### config.mk
export PLATFORM = sky130hd
export DESIGN_NAME = counter_sequencer_flat
export DESIGN_NICKNAME = d
export VERILOG_FILES = /design/src/rtl/counter_seq_pkg.sv /design/src/rtl/counter_sequencer_if.sv /design/src/rtl/button_conditioner.sv /design/src/rtl/counter_sequencer.sv /design/src/flat_wrapper.sv
export SDC_FILE = /design/constraint.sdc
export NUM_CORES = 1
export LEC_CHECK = 0
export ABC_AREA = 1
export BUFFER_PORTS_ARGS = -buffer_cell sky130_fd_sc_hd__buf_2
export CAP_MARGIN = 30
export CELL_PAD_IN_SITES_DETAIL_PLACEMENT = 1
export CELL_PAD_IN_SITES_GLOBAL_PLACEMENT = 2
export CORE_MARGIN = 5
export CORE_UTILIZATION = 34
export CTS_BUF_LIST = sky130_fd_sc_hd__clkbuf_8
export CTS_CLUSTER_DIAMETER = 30
export CTS_CLUSTER_SIZE = 24
export DETAILED_ROUTE_END_ITERATION = 7
export PLACE_DENSITY = 0.74
export SYNTH_ARGS = -nofsm -noshare
export SYNTH_HDL_FRONTEND = slang
export SYNTH_SLANG_ARGS = --single-unit
### constraint.sdc
create_clock -name clk -period 1.95 [get_ports clk]
set_clock_uncertainty 0.2 [all_clocks]
set_input_delay 0.0975 -clock clk [delete_from_list [all_inputs] [get_ports clk]]
set_output_delay 0.0975 -clock clk [all_outputs]
set_load 0.03 [all_outputs]
### src/rtl/counter_seq_pkg.sv
// ---------------------------------------------------------------
// counter_seq_pkg : shared types for the step sequencer and counter
// rev 1.0
// ---------------------------------------------------------------
`default_nettype none
package counter_seq_pkg;
  localparam int unsigned DEF_OPW   = 3;
  localparam int unsigned DEF_WIDTH = 4;

  typedef enum logic [1:0] {
    ST_IDLE  = 2'd0,
    ST_RUN   = 2'd1,
    ST_PAUSE = 2'd2
  } state_t;

  typedef struct packed {
    logic [DEF_OPW-1:0]   opcode;
    logic [DEF_WIDTH-1:0] data;
  } step_t;
endpackage
`default_nettype wire

### src/rtl/counter_sequencer_if.sv
// ---------------------------------------------------------------
// counter_sequencer_if : step bus from the sequencer to the counter
// rev 1.0
// ---------------------------------------------------------------
`default_nettype none
interface counter_sequencer_if #(
  parameter int OPW   = 3,
  parameter int WIDTH = 4,
  parameter int DEPTH = 4
);
  localparam int SW = $clog2(DEPTH);

  logic [OPW-1:0]   opcode_out;
  logic [WIDTH-1:0] data_out;
  logic             cnt_en;
  logic [SW-1:0]    step;
  logic [SW:0]      prog_len;
  logic             running;

  modport master (output opcode_out, data_out, cnt_en, step, prog_len, running);
  modport slave  (input  opcode_out, data_out, cnt_en, step, prog_len, running);
endinterface
`default_nettype wire

### src/rtl/button_conditioner.sv
// ---------------------------------------------------------------
// button_conditioner : 2-flop sync, debounce, press (1->0) pulse
// rev 1.0
// ---------------------------------------------------------------
`default_nettype none
module button_conditioner #(
  parameter int DEB_CYCLES = 10000
) (
  input  wire logic clk,
  input  wire logic rst_n,
  input  wire logic i_btn_n,
  output logic      o_press
);
  localparam int CW = $clog2(DEB_CYCLES + 1);

  logic [1:0]    r_sync;
  logic          r_level;
  logic [CW-1:0] r_cnt;
  logic          r_press;

  // r_cnt counts consecutive samples that disagree with the accepted level
  always_ff @(posedge clk or negedge rst_n) begin
    if (!rst_n) begin
      r_sync  <= 2'b11;
      r_level <= 1'b1;
      r_cnt   <= '0;
      r_press <= 1'b0;
    end else begin
      r_sync  <= {r_sync[0], i_btn_n};
      r_press <= 1'b0;
      if (r_sync[1] == r_level) begin
        r_cnt <= '0;
      end else if (r_cnt == CW'(DEB_CYCLES - 1)) begin
        r_level <= r_sync[1];
        r_cnt   <= '0;
        r_press <= ~r_sync[1];
      end else begin
        r_cnt <= r_cnt + CW'(1);
      end
    end
  end

  assign o_press = r_press;
endmodule
`default_nettype wire

### src/rtl/counter_sequencer.sv
// ---------------------------------------------------------------
// counter_sequencer : programmable step sequencer for the counter
// rev 1.0
// ---------------------------------------------------------------
`default_nettype none
module counter_sequencer
  import counter_seq_pkg::*;
#(
  parameter int DEPTH      = 4,
  parameter int OPW        = int'(DEF_OPW),
  parameter int WIDTH      = int'(DEF_WIDTH),
  parameter int TICK_DIV   = 50000000,
  parameter int DEB_CYCLES = 10000
) (
  input  wire logic             clk,
  input  wire logic             reset_async,
  input  wire logic             load_btn,
  input  wire logic             run_btn,
  input  wire logic             enable,
  input  wire logic [OPW-1:0]   sw_opcode,
  input  wire logic [WIDTH-1:0] sw_data,
  counter_sequencer_if.master   bus
);
  localparam int SW = $clog2(DEPTH);
  localparam int PW = $clog2(TICK_DIV);

  typedef struct packed {
    logic [OPW-1:0]   opcode;
    logic [WIDTH-1:0] data;
  } entry_t;

  logic w_load, w_run, w_tick;
  state_t r_state, w_state_nxt;
  entry_t           r_prog [DEPTH];
  logic [SW:0]      r_len;
  logic [SW-1:0]    r_rd;
  logic [PW-1:0]    r_presc;
  logic [OPW-1:0]   r_op;
  logic [WIDTH-1:0] r_data;
  logic [SW-1:0]    r_step;
  logic             r_cnt_en;
  logic             r_running;

  button_conditioner #(.DEB_CYCLES(DEB_CYCLES)) u_load_btn (
    .clk(clk), .rst_n(reset_async), .i_btn_n(load_btn), .o_press(w_load));
  button_conditioner #(.DEB_CYCLES(DEB_CYCLES)) u_run_btn (
    .clk(clk), .rst_n(reset_async), .i_btn_n(run_btn), .o_press(w_run));

  assign w_tick = (r_state == ST_RUN) && enable && (r_presc == PW'(TICK_DIV - 1));

  always_ff @(posedge clk or negedge reset_async) begin
    if (!reset_async) r_state <= ST_IDLE;
    else              r_state <= w_state_nxt;
  end

  // load outranks run in IDLE and PAUSE
  always_comb begin
    w_state_nxt = r_state;
    case (r_state)
      ST_IDLE:  if (!w_load && w_run && r_len != '0) w_state_nxt = ST_RUN;
      ST_RUN:   if (w_run) w_state_nxt = ST_PAUSE;
      ST_PAUSE: begin
        if (w_load)     w_state_nxt = ST_IDLE;
        else if (w_run) w_state_nxt = ST_RUN;
      end
      default:  w_state_nxt = ST_IDLE;
    endcase
  end

  always_ff @(posedge clk or negedge reset_async) begin
    if (!reset_async) begin
      for (int i = 0; i < DEPTH; i++) r_prog[i] <= '0;
      r_len     <= '0;
      r_rd      <= '0;
      r_presc   <= '0;
      r_op      <= '0;
      r_data    <= '0;
      r_step    <= '0;
      r_cnt_en  <= 1'b0;
      r_running <= 1'b0;
    end else begin
      r_cnt_en  <= 1'b0;
      r_running <= (w_state_nxt == ST_RUN);
      case (r_state)
        ST_IDLE: begin
          if (w_load) begin
            if (r_len != (SW+1)'(DEPTH)) begin
              r_prog[r_len[SW-1:0]] <= '{opcode: sw_opcode, data: sw_data};
              r_len <= r_len + (SW+1)'(1);
            end
          end else if (w_run && r_len != '0) begin
            r_rd    <= '0;
            r_presc <= '0;
          end
        end
        ST_RUN: begin
          if (w_tick) begin
            r_presc  <= '0;
            r_op     <= r_prog[r_rd].opcode;
            r_data   <= r_prog[r_rd].data;
            r_step   <= r_rd;
            r_cnt_en <= 1'b1;
            r_rd     <= (({1'b0, r_rd} + (SW+1)'(1)) == r_len) ? '0 : r_rd + SW'(1);
          end else if (enable) begin
            r_presc <= r_presc + PW'(1);
          end
        end
        ST_PAUSE: begin
          if (w_load) begin
            for (int i = 0; i < DEPTH; i++) r_prog[i] <= '0;
            r_len  <= '0;
            r_op   <= '0;
            r_data <= '0;
            r_step <= '0;
          end
        end
        default: ;
      endcase
    end
  end

  assign bus.opcode_out = r_op;
  assign bus.data_out   = r_data;
  assign bus.cnt_en     = r_cnt_en;
  assign bus.step       = r_step;
  assign bus.prog_len   = r_len;
  assign bus.running    = r_running;
endmodule
`default_nettype wire

### src/flat_wrapper.sv
// flat-port wrapper written by rule: the top's interface ports become plain ports
module counter_sequencer_flat import counter_seq_pkg::*;
#(
  parameter int DEPTH      = 4,
  parameter int OPW        = int'(DEF_OPW),
  parameter int WIDTH      = int'(DEF_WIDTH),
  parameter int TICK_DIV   = 50000000,
  parameter int DEB_CYCLES = 10000
)
  (clk, reset_async, load_btn, run_btn, enable, sw_opcode, sw_data, bus_opcode_out, bus_data_out, bus_cnt_en, bus_step, bus_prog_len, bus_running);
  counter_sequencer_if #(.OPW(OPW), .WIDTH(WIDTH), .DEPTH(DEPTH)) bus_i ();
  input  wire logic clk;
  input  wire logic reset_async;
  input  wire logic load_btn;
  input  wire logic run_btn;
  input  wire logic enable;
  input  wire logic [OPW-1:0] sw_opcode;
  input  wire logic [WIDTH-1:0] sw_data;
  output wire logic [$bits(bus_i.opcode_out)-1:0] bus_opcode_out;
  output wire logic [$bits(bus_i.data_out)-1:0] bus_data_out;
  output wire logic [$bits(bus_i.cnt_en)-1:0] bus_cnt_en;
  output wire logic [$bits(bus_i.step)-1:0] bus_step;
  output wire logic [$bits(bus_i.prog_len)-1:0] bus_prog_len;
  output wire logic [$bits(bus_i.running)-1:0] bus_running;
  assign bus_opcode_out = bus_i.opcode_out;
  assign bus_data_out = bus_i.data_out;
  assign bus_cnt_en = bus_i.cnt_en;
  assign bus_step = bus_i.step;
  assign bus_prog_len = bus_i.prog_len;
  assign bus_running = bus_i.running;
  counter_sequencer #(.DEPTH(DEPTH), .OPW(OPW), .WIDTH(WIDTH), .TICK_DIV(TICK_DIV), .DEB_CYCLES(DEB_CYCLES)) u_core (.clk(clk), .reset_async(reset_async), .load_btn(load_btn), .run_btn(run_btn), .enable(enable), .sw_opcode(sw_opcode), .sw_data(sw_data), .bus(bus_i));
endmodule
==> impl_metrics.ini <==
[worst_setup_path]
path_class = reg2reg
cp.arrival_ns = 1.96
cp-start-kind = flop
cp_common_cell = nor2_1
crit_fanout = 8
crit_family = simple AND/OR/NAND/NOR gates
path_buf_inv = 4
cp.required_ns = 2.03
cp_cell_sequence = inv_2 -> nand2_2 -> inv_4 -> a21oi_4 -> nor2_4 -> buf_12 -> buf_8 -> nand4_1 -> nor2_1 -> nor2_1
cp-end-kind = flop
slowest_stage = dfrtp_1
cpPeakStageDelay_ns = 0.42

[yosys]
ys_types = 34
yosysMostFrequentCell = nand2_1
post_synth.cell_area_avg_um2 = 7.80
ys_seq_area_share_pct = 48.3
syn_area_mm2 = 0.00561
async_flop_share_pct = 100
synth_common_cells = 142 x nand2_1, 108 x nor2_1, 102 x dfrtp_1, 101 x inv_1, 56 x nand3_1
synth_cells = 719
yosys_warnings = 0
synth.area.top_cells = dfrtp_1 46%, nand2_1 9.5%, nor2_1 7.2%
ys.flop_type = dfrtp_1
synth_seq_cells = 108
yosysTopAreaCellShare_pct = 45.5
synthesis.nets = 739
synth_edf_count = 0
synth_top_area_cell = dfrtp_1

[cells_and_area]
final_cells = 1021
final_core_util_pct = 41.0
diodes = 0
drive_above_1_share_pct = 16.2
nets = 816
synthToLayoutAreaGrowth_pct = 20.1

[route]
drc = 0
vias = 4946
routed_wl_um = 15600
detail-route-antenna-nets = 0
via_per_inst = 4.84
dr.pass1.iters = 4
drt-initial-drc-count = 217
wl_per_cell_um = 15.3

[floorplan]
fp-row-count = 47
io_pins = 26
fp.dieW_um = 138
core_area_mm2 = 0.0164
die_h_um = 138
die_area_mm2 = 0.0192
initial_utilization_pct = 34.2

[placed_design]
globalplace.congestion = 0.863
post-dp-hpwl_um = 11700
place_ws_ns = 0.0103
placed_cells = 979
port_buffers = 25

[grt]
grt_pass1_wl_um = 26600
grt_pass1_vias = 5355
grtUsageTotal_pct = 16.8
overflow = 0
antenna_found_initial = 0
grt_max_degree = 40

[timing]
post-route-period-util_pct = 96.3
max_freq_mhz = 532
hold_viol = 0
period_needed_ns = 1.88
setup_violations = 0
slew_headroom_pct = 69.3
worstMarginPinSlew_ns = 0.459
setup_ws_ns = 0.0718
slew_violations = 0
rsz0062_at_grt = yes

[clocking]
cts_sinks = 108
cts_htree_levels = 3
numCtsBuffers = 9
clock_path_buffers = 2
cts_tree = built
clk_pin_slew_ns = 0.10
clock_latency_ns = 0.39
cts-root-buf = clkbuf_8

[power_and_ir_drop]
cellPowerDensity_mw_per_mm2 = 552
power.leakage_nw = 3.16
peakVddDrop_uv = 378
p_total_w = 0.00372

[flow_run]
maxCapViolCount = 0

[min_path]
min_path_type = in2async

[run_status]
outcome = completed
## area by class of cell
type	instances	area, µm²
clock buffers	10	138
clock inverters	6	40.0
fillers	1985	9670
inverters	107	418
multi-input cells	491	2520
flip-flops and latches	108	2710
well taps	220	275
repair buffers	79	627
## final timing paths
check	startpoint	end	slack, ns	cells past startpoint
setup / recovery	u_core.r_state[1]$_DFF_PN0_	u_core.r_presc[9]$_DFFE_PN0P_	0.07	10
hold / removal	reset_async	u_core.r_presc[14]$_DFFE_PN0P_	0.05	3
setup reg to reg	u_core.r_state[1]$_DFF_PN0_	u_core.r_presc[9]$_DFFE_PN0P_	0.07	10
hold reg to reg	u_core.u_run_btn.r_sync[0]$_DFF_PN1_	u_core.u_run_btn.r_sync[1]$_DFF_PN1_	0.17	0
max in group asynchronous	reset_async	u_core.r_presc[25]$_DFFE_PN0P_	0.87	3
min in group clk	enable	u_core.r_presc[5]$_DFFE_PN0P_	0.09	6
## logic make-up (layout without fill, tap and decap cells)
family,count (synthesis),in the layout,synth area share (%)
xor gates and xnor gates,24,24,3.75
and+or+nand+nor,376,376,29.1
AOI/OAI and AO/OA,83,83,8.55
buffers and inverters,120,202,8.44
adders and majority gates,8,8,1.79
DFF,108,108,48.3
## routing by layer
metal  GRT usage [%]  vias to the layer above  part of all wire, %
li1                -                     2474                    -
met1            21.5                     2408                   47
met2            29.3                       47                   50
met3            2.94                       17                  2.2
met4            4.47                        0                  1.7
met5               0                        -                    0
## state kept, by name, indices dropped and copies added, names as in the netlist, 3 cells and up
signal and cells:
u_core.bus.data_out 4, u_core.bus.opcode_out 3, u_core.bus.prog_len 3, u_core.r_presc 26, u_core.r_prog 28, u_core.u_load_btn.r_cnt 14
u_core.u_run_btn.r_cnt 14
## power by group
part | switching (W) | total [W] | internal [W]
Clock | 0.000821 | 0.00132 | 0.000504
Combinational | 0.0000792 | 0.000126 | 0.0000466
Sequential | 0.0000102 | 0.00227 | 0.00226
Total | 0.000910 | 0.00372 | 0.00281
## stage by stage
step | instance area (µm²) | TNS [ns] | hold WS, ns
floorplan | 5620 | -0.0833 | -0.398
global placement | 6180 | 0 | -0.269
detailed placement | 6180 | 0 | -0.271
CTS | 6480 | 0 | 0.0448
global route | 6730 | -0.195 | 0.0573
finish | 6730 | 0 | 0.0501
## worst min-delay path, stage by stage
cell           delay [ns]
dlygate4sd3_1        0.53
buf_4                0.16
buf_12               0.22
## cell usage in the layout, fill, tap and decap left out, drive strengths merged
cell and n:
a21oi 24, and2 2, buf 67, clkbuf 11, clkinv 2, clkinvlp 2
dfrtp 102, dfstp 6, dlygate4sd3 11, ha 8, inv 109, nand2 145
nand3 56, nand3b 1, nand4 21, nor2 114, nor3 32, nor4 2
o211ai 7, o21ai 29, o21bai 1, o22ai 21, o31ai 1, or2 3
xnor2 4, xor2 20
## timing repair
action,4_1_cts,5_1_grt
setup endpoints to repair,6,68
hold endpoints to repair,138,0
gates cloned,0,1
setup buffers,0,14
gates resized for setup,3,27
hold buffers,11,0
pin swaps,0,5
(Power assumes the default switching activity.)
